`src/rtl/reg_write_arbiter_pkg.sv`:
```
// Shared types and index helpers for the round-robin register-write arbiter.
// Index helpers work on up to MAX_N requesters; callers size-cast to their own N.
package reg_write_arbiter_pkg;

  localparam int MAX_N = 8;

  typedef enum logic [1:0] {
    IDLE  = 2'd0,
    WRITE = 2'd1,
    ACK   = 2'd2
  } state_e;

  // First requester with req set, searching ptr, ptr+1, ... wrapping at n.
  // The loop runs backwards so the candidate closest to ptr is the one kept.
  function automatic logic [2:0] rr_next(input logic [MAX_N-1:0] req,
                                         input logic [2:0]       ptr,
                                         input logic [3:0]       n);
    logic [3:0] idx;
    rr_next = ptr;
    for (int i = MAX_N - 1; i >= 0; i--) begin
      if (4'(i) < n) begin
        idx = {1'b0, ptr} + 4'(i);
        if (idx >= n) idx = idx - n;
        if (req[idx[2:0]]) rr_next = idx[2:0];
      end
    end
  endfunction

  function automatic logic [MAX_N-1:0] onehot(input logic [2:0] idx,
                                              input logic [3:0] n);
    for (int i = 0; i < MAX_N; i++) begin
      onehot[i] = (4'(i) < n) && (3'(i) == idx);
    end
  endfunction

endpackage

```
`src/rtl/reg_en_async.sv`:
```
// WIDTH-bit storage register with load enable and asynchronous active-low clear.
module reg_en_async #(
  parameter int WIDTH = 8
) (
  input  logic             clk,
  input  logic             reset_n,
  input  logic             en,
  input  logic [WIDTH-1:0] d,
  output logic [WIDTH-1:0] q
);

  logic [WIDTH-1:0] q_d;
  logic [WIDTH-1:0] q_q;

  always_comb begin
    q_d = q_q;
    if (en) q_d = d;
  end

  always_ff @(posedge clk or negedge reset_n) begin
    if (!reset_n) q_q <= '0;
    else          q_q <= q_d;
  end

  assign q = q_q;

endmodule

```
`src/rtl/reg_write_arbiter.sv`:
```
// Round-robin arbiter that is the sole writer of one shared enabled register.
// Handshake: a requester raises req with din stable and holds both until its one-cycle ack.
module reg_write_arbiter
  import reg_write_arbiter_pkg::*;
#(
  parameter int N     = 4,
  parameter int WIDTH = 8
) (
  input  logic               clk,
  input  logic               reset_n,
  input  logic [N-1:0]       req,
  input  logic [N*WIDTH-1:0] din,
  output logic [N-1:0]       gnt,
  output logic [N-1:0]       ack,
  output logic [WIDTH-1:0]   q,
  output logic               busy,
  output state_e             state_dbg
);

  localparam int IW = $clog2(N);

  state_e          state_d, state_q;
  logic [IW-1:0]   sel_d, sel_q;
  logic [IW-1:0]   ptr_d, ptr_q;
  logic [N-1:0]    gnt_d, gnt_q;
  logic [N-1:0]    ack_d, ack_q;
  logic            wr_en;
  logic [WIDTH-1:0] wr_data;

  always_comb begin
    state_d = state_q;
    sel_d   = sel_q;
    ptr_d   = ptr_q;
    gnt_d   = gnt_q;
    ack_d   = '0;
    case (state_q)
      IDLE: begin
        gnt_d = '0;
        if (|req) begin
          sel_d   = IW'(rr_next(MAX_N'(req), 3'(ptr_q), 4'(N)));
          gnt_d   = N'(onehot(3'(sel_d), 4'(N)));
          state_d = WRITE;
        end
      end
      WRITE: begin
        ack_d   = N'(onehot(3'(sel_q), 4'(N)));
        state_d = ACK;
      end
      ACK: begin
        // Pointer moves past the winner so a persistent requester yields next time.
        if (sel_q == IW'(N - 1)) ptr_d = '0;
        else                     ptr_d = sel_q + 1'b1;
        gnt_d   = '0;
        state_d = IDLE;
      end
      default: begin
        gnt_d   = '0;
        state_d = IDLE;
      end
    endcase
  end

  always_ff @(posedge clk or negedge reset_n) begin
    if (!reset_n) begin
      state_q <= IDLE;
      sel_q   <= '0;
      ptr_q   <= '0;
      gnt_q   <= '0;
      ack_q   <= '0;
    end else begin
      state_q <= state_d;
      sel_q   <= sel_d;
      ptr_q   <= ptr_d;
      gnt_q   <= gnt_d;
      ack_q   <= ack_d;
    end
  end

  // Enable only in WRITE, so ack (registered in ACK) never overlaps a write.
  assign wr_en   = (state_q == WRITE);
  assign wr_data = din[sel_q*WIDTH +: WIDTH];

  reg_en_async #(.WIDTH(WIDTH)) u_shared_reg (
    .clk     (clk),
    .reset_n (reset_n),
    .en      (wr_en),
    .d       (wr_data),
    .q       (q)
  );

  assign gnt       = gnt_q;
  assign ack       = ack_q;
  assign busy      = (state_q != IDLE);
  assign state_dbg = state_q;

endmodule

```
`config.mk`:
```
export PLATFORM = sky130hd
export DESIGN_NAME = reg_write_arbiter
export DESIGN_NICKNAME = d
export VERILOG_FILES = /design/src/rtl/reg_write_arbiter_pkg.sv /design/src/rtl/reg_en_async.sv /design/src/rtl/reg_write_arbiter.sv
export SDC_FILE = /design/constraint.sdc
export NUM_CORES = 1
export LEC_CHECK = 0
export ABC_AREA = 1
export CORE_MARGIN = 2
export CORE_UTILIZATION = 45
export CTS_CLUSTER_SIZE = 30
export DETAILED_ROUTE_END_ITERATION = 7
export PLACE_DENSITY = 0.95
export SYNTH_ARGS = -nofsm -noshare
export SYNTH_HDL_FRONTEND = slang
export SYNTH_SLANG_ARGS = --single-unit
```
`constraint.sdc`:
```
create_clock -name clk -period 4.9 [get_ports clk]
set_clock_uncertainty 0.2 [all_clocks]
set_input_delay 1.225 -clock clk [delete_from_list [all_inputs] [get_ports clk]]
set_output_delay 1.225 -clock clk [all_outputs]
set_load 0.02 [all_outputs]
```
# ---- Yosys cells after proc, flatten, opt, wreduce, memory -nomap -nowiden
# Cells that the tools add are included.
dict set report op_classes {
  n_eq_ne 10
  n_mux 32
  shifts 1
  n_reduce_logical 6
  n_addsub 8
  order_cmp 8
}
# cell n
set ops {}
lappend ops {{3-bit 2-to-1 mux} 12}
lappend ops {{32-bit by 6-bit variable part select with 8-bit output} 1}
lappend ops {{3-bit by 4-bit < comparator with 1-bit output (second input constant)} 4}
lappend ops {{2-bit 2-to-1 mux} 8}
lappend ops {{1-bit binary-select mux with 3-bit select} 4}
lappend ops {{3-bit greater-or-equal comparator (second input constant)} 3}
lappend ops {{3-bit subtractor (second input constant)} 3}
lappend ops {{2-bit equality test (first input constant)} 4}
lappend ops {{4-bit 2-to-1 mux} 2}
lappend ops {{4-bit case mux with 2 select lines} 1}
lappend ops {{2-bit by 2-bit adder with 3-bit output (second input constant)} 2}
lappend ops {{2-bit zero test} 3}
lappend ops {{1-bit by 2-bit equality test with 1-bit output (first input constant)} 2}
lappend ops {{2-bit equality test (second input constant)} 2}
lappend ops {{1-bit 2-to-1 mux} 4}
lappend ops {{2-bit case mux with 2 select lines} 1}
lappend ops {{4-bit OR reduction} 1}
lappend ops {{2-bit by 1-bit adder with 3-bit output (second input constant)} 1}
lappend ops {{2-bit by 3-bit greater-or-equal comparator with 1-bit output (second input constant)} 1}
lappend ops {{2-bit by 3-bit subtractor with 3-bit output (second input constant)} 1}
lappend ops {{2-bit by 1-bit adder with 2-bit output (second input constant)} 1}
lappend ops {{2-bit by 1-bit equality test with 1-bit output (second input constant)} 1}
lappend ops {{2-bit != test (second input constant)} 1}
lappend ops {{2-bit AND reduction} 1}
lappend ops {{2-bit nonzero test} 1}
dict set report word_totals {
  out_inout_bits 19
  reg_bits 22
}

# ---- Logic depth before layout (Yosys ltp)
# Gate-level depths: netlist of the first run.
dict set report depth {
  depth_word 16
  mapped_depth 13
}

# ---- Modules after synthesis
# Synthesis of the first run repeated with hierarchy kept, for this count alone.
dict set report hier_totals {
  hier_cells 184
  area_unflattened_um2 1320.0
}
# mod cells_each area_per_inst_um2 seq_area_each_um2 n_inst
set by_module_without_submodules {}
lappend by_module_without_submodules {reg_write_arbiter 150 1014.7 350.3 1}
lappend by_module_without_submodules {reg_en_async 34 305.3 200.2 1}

# ---- Worst setup path after synthesis of the first run
# Ideal clock, no wire load.
dict set report synth_path {
  path_type {in2reg}
  startpoint {input req[1]}
  endpoint {register sel_q[0]}
  t_arrival_ns 2.006
  cell_stages 11
  setup_slack_ns 2.558
  path_cell_list {inv_1 > o21ai_0 > nand2_1 > nand2_1 > nand2_1 > nand2_1 > nand2_1 > nand2_1 > nand2_2 > nand2_1 > o21ai_0}
}
dict set report synth_between {
  elab_chain_cells 8
}
# element line_no
set synth_lines {}
lappend synth_lines {{start, declared} reg_write_arbiter.sv:11} ;# input logic [N-1:0] req,
lappend synth_lines {{1-bit binary-select mux with 3-bit select} reg_write_arbiter_pkg.sv:24} ;# if (req[idx[2:0]]) rr_next = idx[2:0];
lappend synth_lines {{1-bit 2-to-1 mux (not written as such)} reg_write_arbiter_pkg.sv:24}
lappend synth_lines {{2-bit 2-to-1 mux (4 in series)} reg_write_arbiter_pkg.sv:24}
lappend synth_lines {{2-bit 2-to-1 mux} reg_write_arbiter.sv:39} ;# if (|req) begin
lappend synth_lines {{2-bit 2-to-1 mux} reg_write_arbiter.sv:36} ;# case (state_q)
lappend synth_lines {{end signal, assigned} reg_write_arbiter.sv:72} ;# sel_q <= sel_d;
lappend synth_lines {{end, declared} reg_write_arbiter.sv:23} ;# logic [IW-1:0] sel_d, sel_q;
# Parallel ways exist; a longest one is shown, timed or not. The select of a mux whose other input is x is not followed.
# A chain may end at the register's enable or synchronous reset.

# ---- Final worst setup path of the first run
dict set report layout_path {
  startpoint {register state_q[1], in the netlist state_dbg[1]}
  endpoint {output busy}
}
dict set report layout_between {
  elab_chain_cells 1
}
# element line_no
set layout_lines {}
lappend layout_lines {{start, declared} reg_write_arbiter.sv:22} ;# state_e state_d, state_q;
lappend layout_lines {{start signal, assigned} reg_write_arbiter.sv:71} ;# state_q <= state_d;
lappend layout_lines {{2-bit nonzero test} reg_write_arbiter.sv:93} ;# assign busy = (state_q != IDLE);
lappend layout_lines {{end, declared} reg_write_arbiter.sv:16} ;# output logic busy,
# Every way passes these cells.

==> qor.yml, run 1 <==
sta:
  fin_ws_ps: 2000
  hold_viol_final: 0
  min_period_ps: 2900
  max_slew_margin_pct: 34.6
  finalSetupViolations: 0
  rsz0062_at_grt: "no"
  max_freq_mhz: 345
  finalSetupTns_ps: 0
  worst_slew_pin_slew_ps: 978
  fin_crit_sh_pct: 59.1
  slew_viol_final: 0
clocking:
  cts_hold_buf: 0
  clkTransAtPathRegs_ps: 120
  cts_root_buf: "clkbuf_4"
  clockBufferDepth: 2
  cts_buffers: 3
  cts_tree: "yes"
  cts_resized: 0
  cts_setup_buffers: 0
  insertion_delay_ps: 300
  htree_levels: 1
  cts_sinks: 22
floorplanning:
  start_util_pct: 47.2
  fp-row-count: 19
  core_sq_um: 2730
  io_pins: 57
  die_x_microns: 57.6
  dieHeight_microns: 57.6
  die_area_sq_um: 3310
place:
  portBuffers: 56
  dp_hpwl_microns: 2560
  gp_congestion: 0.841
  dpl_worst_slack_ps: 1900
  placed_cell_area_sq_um: 1870
yosys:
  synth_cell_types: 17
  seq_area_frac_synth_pct: 42.6
  syn_inst: 182
  yosys.area.top_type: "dfrtp_1"
  yosysWarnings: 0
  synth.area.top_cells: "dfrtp_1 43%, nor2_1 14%, nand2_1 10%, o21ai_0 8.1%, inv_1 5.5%"
  ys_ff_latch: 22
  synth_top_area_share_pct: 42.6
  syn_area_per_cell_sq_um: 7.09
  synth_area_sq_um: 1290
  syn_nets: 225
min_path:
  holdPathStages: 2
  hold_class: "reg2reg"
worst_setup_path:
  crit_buf_inv: 2
  crit_path_start_kind: "flip-flop"
  crit_end: "busy"
  crit_type: "reg2out"
  r2r_start: "sel_q[0]"
  critical-path-top-delay-family: "buffers and inverters"
  critPathMaxStageDelay_ps: 600
  cp.required_ps: 3470
  path_cells: "nor2_1, inv_1, clkdlybuf4s50_1"
  rrSetupSlack_ps: 2630
  crit_start: "state_dbg[1]"
  path_depth: 3
  path_max_fanout: 4
  arrival_ps: 1470
  reg2reg_depth: 4
  r2r_end: "ptr_q[1]"
  worst_setup_path_end_kind: "output pin"
  crit_slowest_cell: "clkdlybuf4s50_1"
pwr:
  netSwitchingFraction_pct: 49.0
  seqPwrFrac_pct: 29.6
  pwr-share-comb_pct: 63.3
  power.leakage_uw: 0.000898
  powerDensity_nw_per_um2: 606
  clock_power_share_pct: 7.2
  vdd.ir_drop.worst_mv: 0.412
  total_power_uw: 1150
  power.switching_uw: 563
  internal_power_uw: 586
finish:
  mostFrequentLayoutCells: "56 x clkdlybuf4s50_1, 47 x nor2_1, 35 x nand2_1, 22 x dfrtp_1, 21 x o21ai_0"
  nets: 281
  antenna_cells: 0
  finish.utilization_pct: 69.3
  area_delta_synth_final_pct: 46.8
  drive_above_1_share_pct: 3.81
  fin_area_sq_um: 1900
  layout_commonest_cell: "clkdlybuf4s50_1"
global_route:
  antenna_found_initial: 0
  grt_pass1_vias: 1331
  grt_start_max_net_pins: 23
  grt-ovfl-total: 0
  grt_pass1_wl_microns: 5900
  grt_use_total_pct: 22.9
drt:
  drt_pass1_iterations: 4
  num_vias: 1353
  via_per_inst: 5.07
  wire_per_inst_microns: 12.8
  drt_first_iter_violations: 39
  routed_wl_microns: 3410
  ant_nets: 0
  drc: 0
flow_run:
  max-cap-violations: 0
outcome:
  status: "finished clean"
[worst reg2reg max path: stages, from the launching register on]
cell and delay [ps]:
dfrtp_1 760, clkinv_1 610, ha_1 460, nand2_1 60, o21ai_0 70
[kinds of logic after synthesis]
group	synth area share (%)
buffers and inverters	8.33
AOI/OAI and AO/OA	13.9
and+or+nand+nor	30.3
adders and majority gates	4.84
DFF	42.6
[synthesized netlist by cell type (all sizes together)]
| library cell | number |
|---|---|
| a21boi | 1 |
| a31oi | 8 |
| a41oi | 1 |
| buf | 2 |
| clkbuf | 4 |
| clkinv | 2 |
| dfrtp | 22 |
| ha | 5 |
| inv | 20 |
| nand2 | 36 |
| nand3 | 11 |
| nand4 | 2 |
| nor2 | 47 |
| o21ai | 21 |
[per-layer routing]
metal | up-vias | track usage [%] | part of all wire (%)
met4 | 0 | 8.31 | 2.2
met3 | 6 | 4.76 | 5.0
met5 | - | 0 | 0
li1 | 690 | - | -
met1 | 614 | 28.4 | 40
met2 | 43 | 39.3 | 53
[how the worst min path moves through the flow]
stage | from | endpoint | slack, ps
finish | gnt[2] | gnt[2] | 300
global route | gnt[2] | gnt[2] | 330
CTS | gnt[2] | gnt[2] | 310
detailed placement | gnt[2] | gnt[2] | 280
global placement | gnt[2] | gnt[2] | 270
floorplan | gnt[1] | gnt[1] | 390
[final cells by class]
cell class,instances,area [sq um]
Tap cell,31,38.8
Fill cell,226,838
Multi-Input combinational cell,132,633
Clock buffer,3,22.5
Inverter,22,82.6
Timing Repair Buffer,57,568
Sequential cell,22,551
[per-stage QoR]
step	std cells	hold WS, ps
6_report	267	304
5_1_grt	267	332
4_1_cts	267	308
3_5_place_dp	264	275
3_3_place_gp	264	268
2_1_floorplan	182	391
[sequential cells by signal, indices dropped and copies added, names as in the netlist]
name            flops
u_shared_reg.q      8
ack                 4
gnt                 4
ptr_q               2
sel_q               2
state_dbg           2
[power groups by stage]
| stage | logic [uW] | registers (uW) | clock network [uW] |
|---|---|---|---|
| after floorplan | 427 | 378 | 0 |
| after global placement | 693 | 338 | 0 |
| after detailed placement | 719 | 343 | 0 |
| after CTS | 727 | 340 | 82.6 |
| after global routing | 821 | 351 | 93.0 |
| final | 727 | 340 | 82.5 |
Note: power is estimated with default switching activity, not from simulation.
==> run 2: changes to the inputs <==
Settings changed: CORE_UTILIZATION 45 to 41, PLACE_DENSITY 0.95 to 0.89.
Clock period 4.9 ns to 2.9 ns, I/O delays scaled along.
==> qor.yml, run 2 (synthesis gave the netlist of run 1 again) <==
place:
  gp_congestion: 0.863  # +2.6%
  dp_hpwl_microns: 2340  # -8.7%
  portBuffers: 56  # unchanged
clocking:
  cts_root_buf: "clkbuf_4"
  cts_tree: "yes"
  cts_buffers: 3  # unchanged
  cts_resized: 0  # unchanged
  cts_hold_buf: 0  # unchanged
  clockBufferDepth: 2  # unchanged
  cts_sinks: 22  # unchanged
  insertion_delay_ps: 300  # about the same
  htree_levels: 1  # unchanged
  cts_setup_buffers: 0  # unchanged
  clkTransAtPathRegs_ps: 120  # about the same
drt:
  drc: 0  # unchanged
  via_per_inst: 4.66  # -8.0%
  routed_wl_microns: 3110  # -8.7%
  wire_per_inst_microns: 11.0  # -14%
  drt_pass1_iterations: 4  # unchanged
  drt_first_iter_violations: 41  # +5.1%
  num_vias: 1319  # -2.5%
  ant_nets: 0  # unchanged
global_route:
  grt_start_max_net_pins: 23  # unchanged
  grt-ovfl-total: 0  # unchanged
  grt_pass1_vias: 1159  # -13%
  antenna_found_initial: 0  # unchanged
  grt_use_total_pct: 18.2  # -4.7 points
  grt_pass1_wl_microns: 5000  # -15%
finish:
  area_delta_synth_final_pct: 50.3
  finish.utilization_pct: 64.1  # -5.2 points
  antenna_cells: 0  # unchanged
  nets: 283  # +0.71%
  nFillCells: 265  # +17%
  mostFrequentLayoutCells: "56 x clkdlybuf4s50_1, 47 x nor2_1, 35 x nand2_1, 22 x dfrtp_1, 21 x o21ai_0"
  layout_commonest_cell: "clkdlybuf4s50_1"
  largest_register_ffs: 8  # unchanged
  drive_above_1_share_pct: 5.02  # +1.2 points
worst_setup_path:
  r2r_start: "ptr_q[0]"
  critPathMaxStageDelay_ps: 600  # about the same
  crit_path_start_kind: "flip-flop"
  crit_slowest_cell: "clkdlybuf4s50_1"
  crit_buf_inv: 2  # unchanged
  crit_start: "state_dbg[1]"
  cp.required_ps: 1980  # -1490 ps
  worst_setup_path_end_kind: "output pin"
  path_max_fanout: 4  # unchanged
  path_cells: "nor2_1, inv_1, clkdlybuf4s50_1"
  critical-path-top-delay-family: "buffers and inverters"
  arrival_ps: 1460  # about the same
  crit_type: "reg2out"
floorplanning:
  fp-row-count: 20  # +1
  io_pins: 57  # unchanged
  die_area_sq_um: 3610  # +9.1%
  core_sq_um: 3030  # +11%
  start_util_pct: 42.6  # -4.6 points
  die_x_microns: 60.1  # +4.4%
  dieHeight_microns: 60.1  # +4.4%
sta:
  hold_viol_final: 0  # unchanged
  rsz0062_at_grt: "no"
  finalSetupTns_ps: 0  # unchanged
  fin_crit_sh_pct: 82.1
  worst_slew_pin_slew_ps: 460  # -518 ps
  max_slew_margin_pct: 69.2  # +35 points
  max_freq_mhz: 420
  min_period_ps: 2380
  fin_hold_ws_ps: 305  # +1.82 ps
  slew_viol_final: 0  # unchanged
  finalSetupViolations: 0  # unchanged
pwr:
  vdd.ir_drop.worst_mv: 0.565  # +37%
  power.leakage_uw: 0.000915  # +1.9%
  total_power_uw: 1950  # +70%
  powerDensity_nw_per_um2: 1010  # +66%
min_path:
  min-delay-start: "gnt[3]"
  hold_class: "reg2reg"
flow_run:
  max-cap-violations: 0  # unchanged
outcome:
  status: "finished clean"
==> run 2: worst register-to-register path, stage by stage, from the launching register on <==
cell     delay, ps
dfrtp_1        500
inv_2          110
ha_1           350
inv_1          100
nand3_1        120
nand2_1         80
inv_1           40
nand2_1         70
nand2_1         50
nand2_1        100
nand2_2         80
nand2_1         50
o21ai_0         80
==> run 2: cell type report <==
class	count	area, sq um	area share (%)
flip-flops and latches	22	551	28.4
inverters	22	82.6	4.26
repair buffers	59	583	30.0
multi-input cells	132	633	32.6
well taps	44	55.1	2.84
clock buffers	4	36.3	1.87
==> run 2: routing by layer <==
layer  GRT usage [%]  wire (microns)  vias up
li1                -               -      692
met5               0               0        -
met3            4.55             111        2
met4            4.13              19        0
met2            30.3            1580       27
met1            23.8            1400      598
==> run 2: per-stage QoR <==
step                      std cells  area [sq um]  worst slack [ps]
final                           283          1940               518
after global routing            283          1940               468
after CTS                       283          1940               510
after detailed placement        279          1900               477
after global placement          279          1900               515
after floorplan                 182          1290              1060
==> run 2: report_power, final <==
| part | internal, uW | switching [uW] | leakage [uW] |
|---|---|---|---|
| clock | 76.6 | 90.4 | 0.0000210 |
| sequential | 436 | 102 | 0.000271 |
| combinational | 515 | 733 | 0.000623 |
==> run 2: worst paths after layout <==
check	slack, ps	cells after the start	end
worst min-delay path	310	2	gnt[3]
worst max register to register	870	12	sel_q[0]
worst max-delay path	520	3	busy
worst min register to register	310	2	gnt[3]
min in group asynchronous	550	2	u_shared_reg.q[7]
max in group asynchronous	1740	2	u_shared_reg.q[0]
==> run 3: changes to the inputs <==
Settings changed: CORE_UTILIZATION 41 to 37, PLACE_DENSITY 0.89 to 0.85.
Clock period 2.9 ns to 1.9 ns, I/O delays scaled along.
==> qor.yml, run 3 (synthesis gave the netlist of run 1 again) <==
outcome:
  status: "finished clean"
worst_setup_path:
  crit_buf_inv: 1  # -1
  arrival_ps: 1070  # -390 ps
  worst_setup_path_end_kind: "output pin"
  crit_slowest_cell: "dfrtp_1"
  critPathMaxStageDelay_ps: 420  # -180 ps
  path_cells: "dlygate4sd2_1"
  rrSetupSlack_ps: 180  # -690 ps
  critical-path-top-delay-family: "flip-flops"
  cp.required_ps: 1220  # -760 ps
  crit_path_start_kind: "flip-flop"
  path_max_fanout: 4  # unchanged
  crit_type: "reg2out"
finish:
  drive_above_1_share_pct: 12.0  # +7.0 points
  mostFrequentLayoutCells: "47 x nor2_1, 37 x clkdlybuf4s50_1, 34 x nand2_1, 22 x dfrtp_1, 20 x o21ai_0"
  multiInputGateArea_sq_um: 662  # +4.5%
  antenna_cells: 0  # unchanged
  nets: 294  # +3.9%
  layout_commonest_cell: "nor2_1"
  area_delta_synth_final_pct: 57.0
  fin_cells: 296  # +4.6%
  largest_register_ffs: 8  # unchanged
  nFillCells: 302  # +14%
  seqCellArea_sq_um: 551  # unchanged
global_route:
  grt_pass1_wl_microns: 5480  # +9.5%
  grt-ovfl-total: 0  # unchanged
  antenna_found_initial: 0  # unchanged
  grt_pass1_vias: 1287  # +11%
  grt_use_total_pct: 17.2  # -1.1 points
  grt_start_max_net_pins: 23  # unchanged
clocking:
  cts_sinks: 22  # unchanged
  clkTransAtPathRegs_ps: 120  # about the same
  insertion_delay_ps: 310  # about the same
  cts_buffers: 3  # unchanged
  clockBufferDepth: 2  # unchanged
  htree_levels: 1  # unchanged
  cts_tree: "yes"
  cts_root_buf: "clkbuf_4"
  cts_hold_buf: 0  # unchanged
floorplanning:
  core_sq_um: 3340  # +10%
  start_util_pct: 38.7  # -3.9 points
  io_pins: 57  # unchanged
  die_x_microns: 63.1  # +4.9%
  fp-row-count: 21  # +5.0%
  die_area_sq_um: 3980  # +10%
  dieHeight_microns: 63.1  # +4.9%
flow_run:
  max-cap-violations: 0  # unchanged
drt:
  drt_pass1_iterations: 4  # unchanged
  via_per_inst: 4.68  # +0.39%
  routed_wl_microns: 3400  # +9.2%
  num_vias: 1385  # +5.0%
  drc: 0  # unchanged
  ant_nets: 0  # unchanged
  wire_per_inst_microns: 11.5  # +4.4%
  drt_first_iter_violations: 27  # -34%
pwr:
  power.switching_uw: 1500  # +62%
  pwr-share-comb_pct: 66.8  # +2.9 points
  total_power_uw: 3100  # +59%
  seqPwrFrac_pct: 24.9  # -2.7 points
  internal_power_uw: 1600  # +56%
  clock_power_share_pct: 8.3  # -0.2 points
  netSwitchingFraction_pct: 48.3  # +0.95 points
  vdd.ir_drop.worst_mv: 0.622  # +10%
  power.leakage_uw: 0.00102  # +11%
  powerDensity_nw_per_um2: 1530  # +52%
sta:
  worst_slew_pin_slew_ps: 294  # -166 ps
  max_slew_margin_pct: 80.3  # +11 points
  max_freq_mhz: 573
  hold_viol_final: 0  # unchanged
  finalSetupViolations: 0  # unchanged
  slew_viol_final: 0  # unchanged
  fin_crit_sh_pct: 91.8
  min_period_ps: 1740
place:
  place_inst: 289  # +3.6%
  portBuffers: 56  # unchanged
  gp_congestion: 0.944  # +9.4%
  dp_hpwl_microns: 2550  # +9.0%
min_path:
  hold_class: "in2async"
run 3: worst paths after layout:
| check | startpoint | endpoint | cells after the start |
|---|---|---|---|
| setup reg to reg | ptr_q[0] | gnt[1] | 14 |
| hold / removal | reset_n | u_shared_reg.q[5] | 2 |
| min in group clk | gnt[0] | gnt[0] | 2 |
| max in group asynchronous | reset_n | state_dbg[1] | 2 |
| hold reg to reg | gnt[0] | gnt[0] | 2 |
| setup / recovery | state_dbg[1] | state_dbg[1] | 1 |
run 3: metal layers:
metal	vias to the layer above	track usage (%)	wire length, microns
met5	-	0	0
met4	0	5.83	47
met3	6	3.57	157
met2	34	29.9	1720
met1	627	20.9	1470
li1	718	-	-
run 3: final cells by class:
class / instances / area share (%)
Multi-Input combinational cell: 132 / 32.7
Timing Repair Buffer: 70 / 31.5
Tap cell: 46 / 2.84
Clock buffer: 4 / 1.79
Inverter: 22 / 4.07
Sequential cell: 22 / 27.2
run 3: what timing repair did:
action,4_1_cts,5_1_grt
buffers inserted,0,3
endpoints found under the setup margin,19,7
resized for setup,19,10
pin swaps,0,0
run 3: power groups by stage:
stage	Combinational, uW	Sequential (uW)	Clock [uW]
floorplan	1100	974	0
global placement	2000	779	0
detailed placement	2050	786	0
CTS	1950	771	264
global route	2320	795	279
finish	2070	772	259
run 3: through the flow:
step                TNS (ps)  utilization, %  setup slack [ps]  hold slack (ps)  cell area, sq um
finish                     0            60.7               156              298              2030
global route           -25.7            60.7             -25.7              321              2030
CTS                        0            59.3              1.71              306              1980
detailed placement     -1660            58.9              -306              269              1970
global placement       -1060            58.9              -205              277              1970
floorplan                  0               -               137            -20.6              1290
